===== src/rtl/ext_irq_ctrl.sv =====
// External IRQ controller: synchronise and debounce switch inputs, latch level/edge events into
// pending bits, mask them toward the CPU, and expose PENDING/MASK/MODE/ACTIVE on the iomem bus.
module ext_irq_ctrl #(
    parameter int NUM_SRC  = 3,
    parameter int DEBOUNCE = 16
) (
    input  logic               clk,
    input  logic               resetn,
    input  logic [NUM_SRC-1:0] sw,
    input  logic               iomem_valid,
    output logic               iomem_ready,
    input  logic [3:0]         iomem_wstrb,
    input  logic [31:0]        iomem_addr,
    input  logic [31:0]        iomem_wdata,
    output logic [31:0]        iomem_rdata,
    output logic [NUM_SRC-1:0] irq_o,
    output logic               irq_any
);

    localparam int CW = $clog2(DEBOUNCE + 1);
    localparam logic [CW-1:0] CNT_LAST = CW'(DEBOUNCE - 1);

    typedef enum logic {ST_IDLE, ST_ACK} state_t;

    state_t state_q, state_d;

    logic [NUM_SRC-1:0] sync1_q, sync2_q;
    logic [NUM_SRC-1:0] filt_q, filt_d, fprev_q;
    logic [CW-1:0]      cnt_q [NUM_SRC];
    logic [CW-1:0]      cnt_d [NUM_SRC];

    logic [NUM_SRC-1:0] pending_q, pending_d;
    logic [NUM_SRC-1:0] mask_q, mask_d;
    logic [NUM_SRC-1:0] mode_q, mode_d;
    logic [NUM_SRC-1:0] irq_q, irq_d;
    logic               irq_any_q, irq_any_d;

    logic [NUM_SRC-1:0] event_vec, req_vec, clr_vec;
    logic               wr_en, act_vld;
    logic [2:0]         act_idx;
    logic [1:0]         reg_sel;
    logic [31:0]        rd_dat;
    logic               unused_bits;

    assign unused_bits = ^{iomem_addr[31:4], iomem_addr[1:0], iomem_wstrb[3:1],
                           iomem_wdata[31:NUM_SRC]};

    // Debounce: a differing input must persist DEBOUNCE sampled cycles before the filter follows.
    always_comb begin
        for (int i = 0; i < NUM_SRC; i++) begin
            filt_d[i] = filt_q[i];
            cnt_d[i]  = '0;
            if (sync2_q[i] != filt_q[i]) begin
                if (cnt_q[i] == CNT_LAST) begin
                    filt_d[i] = sync2_q[i];
                end else begin
                    cnt_d[i] = cnt_q[i] + CW'(1);
                end
            end
        end
    end

    assign event_vec = (mode_q & filt_q & ~fprev_q) | (~mode_q & filt_q);
    assign req_vec   = pending_q & mask_q;
    assign reg_sel   = iomem_addr[3:2];
    assign wr_en     = (state_q == ST_ACK) && iomem_valid && iomem_wstrb[0];

    always_comb begin
        act_vld = 1'b0;
        act_idx = 3'd0;
        for (int i = NUM_SRC - 1; i >= 0; i--) begin
            if (req_vec[i]) begin
                act_vld = 1'b1;
                act_idx = 3'(i);
            end
        end
    end

    // Set wins over a same-cycle write-1-to-clear.
    always_comb begin
        clr_vec   = '0;
        mask_d    = mask_q;
        mode_d    = mode_q;
        if (wr_en) begin
            case (reg_sel)
                2'd0:    clr_vec = iomem_wdata[NUM_SRC-1:0];
                2'd1:    mask_d  = iomem_wdata[NUM_SRC-1:0];
                2'd2:    mode_d  = iomem_wdata[NUM_SRC-1:0];
                default: ;
            endcase
        end
        pending_d = (pending_q & ~clr_vec) | event_vec;
        irq_d     = req_vec;
        irq_any_d = |req_vec;
    end

    always_comb begin
        case (reg_sel)
            2'd0:    rd_dat = 32'(pending_q);
            2'd1:    rd_dat = 32'(mask_q);
            2'd2:    rd_dat = 32'(mode_q);
            default: rd_dat = {act_vld, 28'd0, act_idx};
        endcase
    end

    always_comb begin
        state_d     = state_q;
        iomem_ready = 1'b0;
        iomem_rdata = 32'd0;
        case (state_q)
            ST_IDLE: begin
                if (iomem_valid) begin
                    state_d = ST_ACK;
                end
            end
            ST_ACK: begin
                iomem_ready = 1'b1;
                iomem_rdata = rd_dat;
                state_d     = ST_IDLE;
            end
            default: state_d = ST_IDLE;
        endcase
    end

    always_ff @(posedge clk or negedge resetn) begin
        if (!resetn) begin
            state_q   <= ST_IDLE;
            sync1_q   <= '0;
            sync2_q   <= '0;
            filt_q    <= '0;
            fprev_q   <= '0;
            pending_q <= '0;
            mask_q    <= '0;
            mode_q    <= '0;
            irq_q     <= '0;
            irq_any_q <= 1'b0;
            for (int i = 0; i < NUM_SRC; i++) begin
                cnt_q[i] <= '0;
            end
        end else begin
            state_q   <= state_d;
            sync1_q   <= sw;
            sync2_q   <= sync1_q;
            filt_q    <= filt_d;
            fprev_q   <= filt_q;
            pending_q <= pending_d;
            mask_q    <= mask_d;
            mode_q    <= mode_d;
            irq_q     <= irq_d;
            irq_any_q <= irq_any_d;
            for (int i = 0; i < NUM_SRC; i++) begin
                cnt_q[i] <= cnt_d[i];
            end
        end
    end

    assign irq_o   = irq_q;
    assign irq_any = irq_any_q;

endmodule


===== config.mk =====
export PLATFORM = sky130hd
export DESIGN_NAME = ext_irq_ctrl
export DESIGN_NICKNAME = d
export VERILOG_FILES = /design/src/rtl/ext_irq_ctrl.sv
export SDC_FILE = /design/constraint.sdc
export NUM_CORES = 1
export LEC_CHECK = 0
export ABC_AREA = 0
export CAP_MARGIN = 40
export CORE_MARGIN = 2
export CORE_UTILIZATION = 37
export DETAILED_ROUTE_END_ITERATION = 8
export PLACE_DENSITY = 0.77
export SLEW_MARGIN = 5
export SYNTH_ARGS = -nofsm -noshare
export SYNTH_HDL_FRONTEND = slang
export SYNTH_SLANG_ARGS = --single-unit

===== constraint.sdc =====
create_clock -name clk -period 1.3 [get_ports clk]
set_input_delay 0.26 -clock clk [delete_from_list [all_inputs] [get_ports clk]]
set_output_delay 0.26 -clock clk [all_outputs]
set_load 0.05 [all_outputs]

# Word level (Yosys, flattened, before mapping)
# Index checks and enable logic that the tools add are counted.
[word_totals] register_bits=41 word_cells=65
[classes] addsub=3 n_eq_ne=8 mux=19 bitwise=11 n_reduce_logical=9
[op_table] cell="32-bit case mux with 3 select lines" n=1
[op_table] cell="32-bit 2-to-1 mux" n=1
[op_table] cell="5-bit 2-to-1 mux" n=6
[op_table] cell="5-bit by 1-bit adder with 5-bit output (second input constant)" n=3
[op_table] cell="3-bit AND" n=5
[op_table] cell="5-bit by 4-bit equality test with 1-bit output (second input constant)" n=3
[op_table] cell="3-bit 2-to-1 mux" n=4
[op_table] cell="2-bit AND reduction" n=5
[op_table] cell="3-bit inverter" n=3
[op_table] cell="3-bit bitwise OR" n=2
[op_table] cell="1-bit 2-to-1 mux" n=5
[op_table] cell="1-bit inequality test" n=3
[op_table] cell="3-bit OR reduction" n=1
[op_table] cell="2-bit by 1-bit equality test with 1-bit output (second input constant)" n=1
[op_table] cell="2-bit equality test (second input constant)" n=1
[op_table] cell="1-bit logical AND" n=2
[op_table] cell="2-bit logical NOT" n=1
[op_table] cell="2-bit 2-to-1 mux" n=1
[op_table] cell="1-bit case mux with 2 select lines" n=1
[op_table] cell="1-bit inverter" n=1

# Logic depth before layout (Yosys ltp)
[depth] depth_word=6 ltp_mapped=4

# Least setup slack after synthesis
# Ideal clock, no wire load.
[synth_timing] path_kind="register to output" startpoint="reg state_q" endpoint="out iomem_rdata[1]" t_arrival_ps=1633 path_slack_ps=-593 path_stages_with_launch=3 n_path_buf=0 cell_sequence="dfrtp_1 -> o21ai_1 -> a31oi_1"
[synth_via] elab_chain_cells=1
[synth_lines] item="start, declared" line_no="25" source="state_t state_q, state_d;"
[synth_lines] item="start signal, assigned" line_no="141" source="state_q <= state_d;"
[synth_lines] item="32-bit 2-to-1 mux" line_no="110" source="case (state_q)"
[synth_lines] item="end, declared" line_no="15" source="output logic [31:0] iomem_rdata,"
# No other way between the ends.

# Final worst setup path
[layout_timing] startpoint="reg pending_q[1]" endpoint="out iomem_rdata[1]"
[layout_via] elab_chain_cells=5
[layout_lines] item="start, declared" line_no="32" source="logic [NUM_SRC-1:0] pending_q, pending_d;"
[layout_lines] item="start signal, assigned" line_no="146" source="pending_q <= pending_d;"
[layout_lines] item="3-bit AND" line_no="64" source="assign req_vec = pending_q & mask_q;"
[layout_lines] item="3-bit 2-to-1 mux (2 in a row)" line_no="72" source="if (req_vec[i]) begin"
[layout_lines] item="32-bit case mux with 3 select lines *" line_no="98" source="case (reg_sel)"
[layout_lines] item="32-bit 2-to-1 mux *" line_no="110"
# Every way passes the cells marked *; elsewhere a longest branch is shown, timed or not.

==> run metrics <==
status finished with violations; failing checks negative setup slack; Worst Path Required between 1000 and 1500 ps; worst path cell trace a22oi_2, nand3_2, a31oi_4, buf_6; Worst Skew 3.889 ps; CTS root buf clkbuf_8; CP peak stage delay 420 ps; Filler cells around 420; PnR Total Power roughly 0.0028 W; Synth Area in Compound Gates ~4.4%; CP max-delay cell dfrtp_1; global-route wire length before repair 5.030 mm; ANT cells 0; 1st-iter DRT viols 62; DRT antenna net count 0; Starting Density about two fifths; highest-count cells in the layout ignoring fill and taps dfrtp_1 (40), conb_1 (28), buf_4 (13), xor2_1 (9), buf_6 (9); Worst-path clk slew 70 ps; Detailed Route WL 3.094 mm; Hold Path Class reg -> reg; CTS tree yes; Min Hold Slack about 350 ps; share of cells above drive strength 1 34.98%; Critical Path Start Type register; Mean Syn Cell Area around 12 µm²; Buffers on Ports 20; Final HPWL DP 2.167 mm; total track usage about 12%; worst endpoint data arrival time roughly 1400 ps; Final Wtd Congestion approximately 0.76; fin util a little over half; Clock Latency Late Sink slightly below 300 ps; CTS Sinks 41; Die X 74.79 µm; worst vdd ir 450.3 µV; post-route cell area between 2000 and 3000 µm²; initial antenna violation count 0; Max clock buf depth 2; sequential cell area between 1000 and 1500 µm²; max reg flops 15; total CTS buffers 5; endpoints failing hold 0; mux share of post-synthesis cell area roughly 7.8%; setup TNS -1542 ps; PD cells ~1100 nW/µm²; Synth Area in XOR/XNOR about 4.3%; final setup vio count 12; Initial DRT Pass Iterations 4; R2R setup slack -90 ps; Slew Limit Fails 0; yosys warns 0; final worst path period need ~1600 ps; Ports 111; Lkg Pwr approximately 1.2 nW; largest net degree at the start of global routing 42; DIE HEIGHT between 70 and 80 µm; final worst-path cycle share 126.7%; vias 1138; max cap viols 0; critical path type reg -> out; critical path capture point type output pin; DP Area roughly 2200 µm²; commonest non-fill, non-tap cell in the layout dfrtp_1; number of global-route vias before repair around 1100; register with the most flip-flops cnt_q; Post-route DRC 0; Die Footprint approximately 5600 µm²; Post-Syn Area 1854 µm²; H-tree levels 2; final net count 280; CP Max Fanout 4; Overflow after GRT 0; fmax approximately 600 MHz; Yosys cell types 30; main combinational cell family by area after synthesis simple AND/OR/NAND/NOR gates; Simple-Gate Fraction of Synth Area between 10% and 20%; area taken by multi-input logic gates roughly 810 µm²; adder-cell share of the synthesized area around 2.0%; drt via density 4.215; num rows 25; sequential-to-total area share from yosys stat between 50% and 60%; Wirelength per Cell 11.46 µm; Core Region 4786 µm²; Final Worst Setup Slack -346.5 ps; Area Overhead vs Synth 35.02%; RSZ-0062 raised after global routing true; Seq cells post-synth 41; Syn Inst Count 156
-- metal layers --
metal  up-vias  part of all wire, %  global-route usage [%]
li1        557                    -                       -
met1       544                   43                   14.54
met2        31                   49                   20.26
met3         6                  5.8                   4.552
met4         0                  1.8                   5.357
met5         -                    0                       0
-- path summary, 6_finish.rpt --
| path | from | end | cells past startpoint |
|---|---|---|---|
| setup / recovery | pending_q[1] | iomem_rdata[1] | 4 |
| hold / removal | sync1_q[0] | sync2_q[0] | 0 |
| setup reg to reg | state_q | mode_q[2] | 4 |
| hold reg to reg | sync1_q[0] | sync2_q[0] | 0 |
| max in group asynchronous | resetn | state_q | 3 |
| min in group asynchronous | resetn | cnt_q[13] | 3 |
-- layout make-up --
cell class	instances	area share, %
clock buffers	7	3.448
inverters	2	0.2999
multi-input cells	110	32.43
flip-flops and latches	41	41.03
well taps	67	3.348
repair buffers	43	19.44
-- critical path, delay by kind of cell (launching register included) --
family          cells  cell delay (ps)
simple gates        1              120
flops               1              420
buf+inv             1              170
compound gates      2              390
-- per-stage QoR --
step,instances,setup slack (ps)
after floorplan,183,-49.63
after global placement,255,-489.5
after detailed placement,255,-530.0
after CTS,271,-349.2
after global routing,270,-439.6
final,270,-346.5
-- Yosys cell counts --
master / n / share of area [%]
dfrtp_1: 41 / 55
buf_4: 28 / 11
nor2_1: 11 / 2.2
xor2_1: 9 / 4.3
and2_1: 8 / 2.7
mux2_2: 7 / 4.3
nand3_1: 7 / 1.9
o21ai_0: 5 / 1.3
nand2_1: 4 / 0.81
nand3b_1: 4 / 1.6
a22o_1: 3 / 1.4
and3_1: 3 / 1.0
ha_1: 3 / 2.0
mux2_4: 3 / 2.4
a31oi_1: 2 / 0.67
inv_1: 2 / 0.41
nand2b_1: 2 / 0.67
nor2b_1: 2 / 0.67
a21oi_1: 1 / 0.27
a22oi_1: 1 / 0.41
and4_1: 1 / 0.47
and4b_2: 1 / 0.61
buf_2: 1 / 0.27
buf_6: 1 / 0.61
conb_1: 1 / 0.20
mux2_1: 1 / 0.61
mux2i_1: 1 / 0.54
nand2_2: 1 / 0.34
nand4_1: 1 / 0.34
o21ai_1: 1 / 0.27
-- where the power goes --
group          switching, W  internal (W)
registers         0.0000699       0.00136
logic              0.000339      0.000230
clock network      0.000387      0.000420
-- logic make-up (layout without fill, tap and decap cells) --
| family | count (synthesis) | count (layout) |
|---|---|---|
| AO/OA/AOI/OAI | 13 | 13 |
| XOR/XNOR | 9 | 9 |
| adder cells (fa/ha/maj) | 3 | 3 |
| buffers and inverters | 32 | 52 |
| flip-flops | 41 | 41 |
| multiplexers | 12 | 12 |
| other | 1 | 28 |
| AND/OR/NAND/NOR | 45 | 45 |
-- what timing repair did --
action,4_1_cts,5_1_grt
hold buffers,1,0
pin swaps,12,9
hold endpoints to repair,41,0
resized for setup,24,14
endpoints found under the setup margin,14,21
setup buffers,9,3
Power figures use the tool's default switching activity.
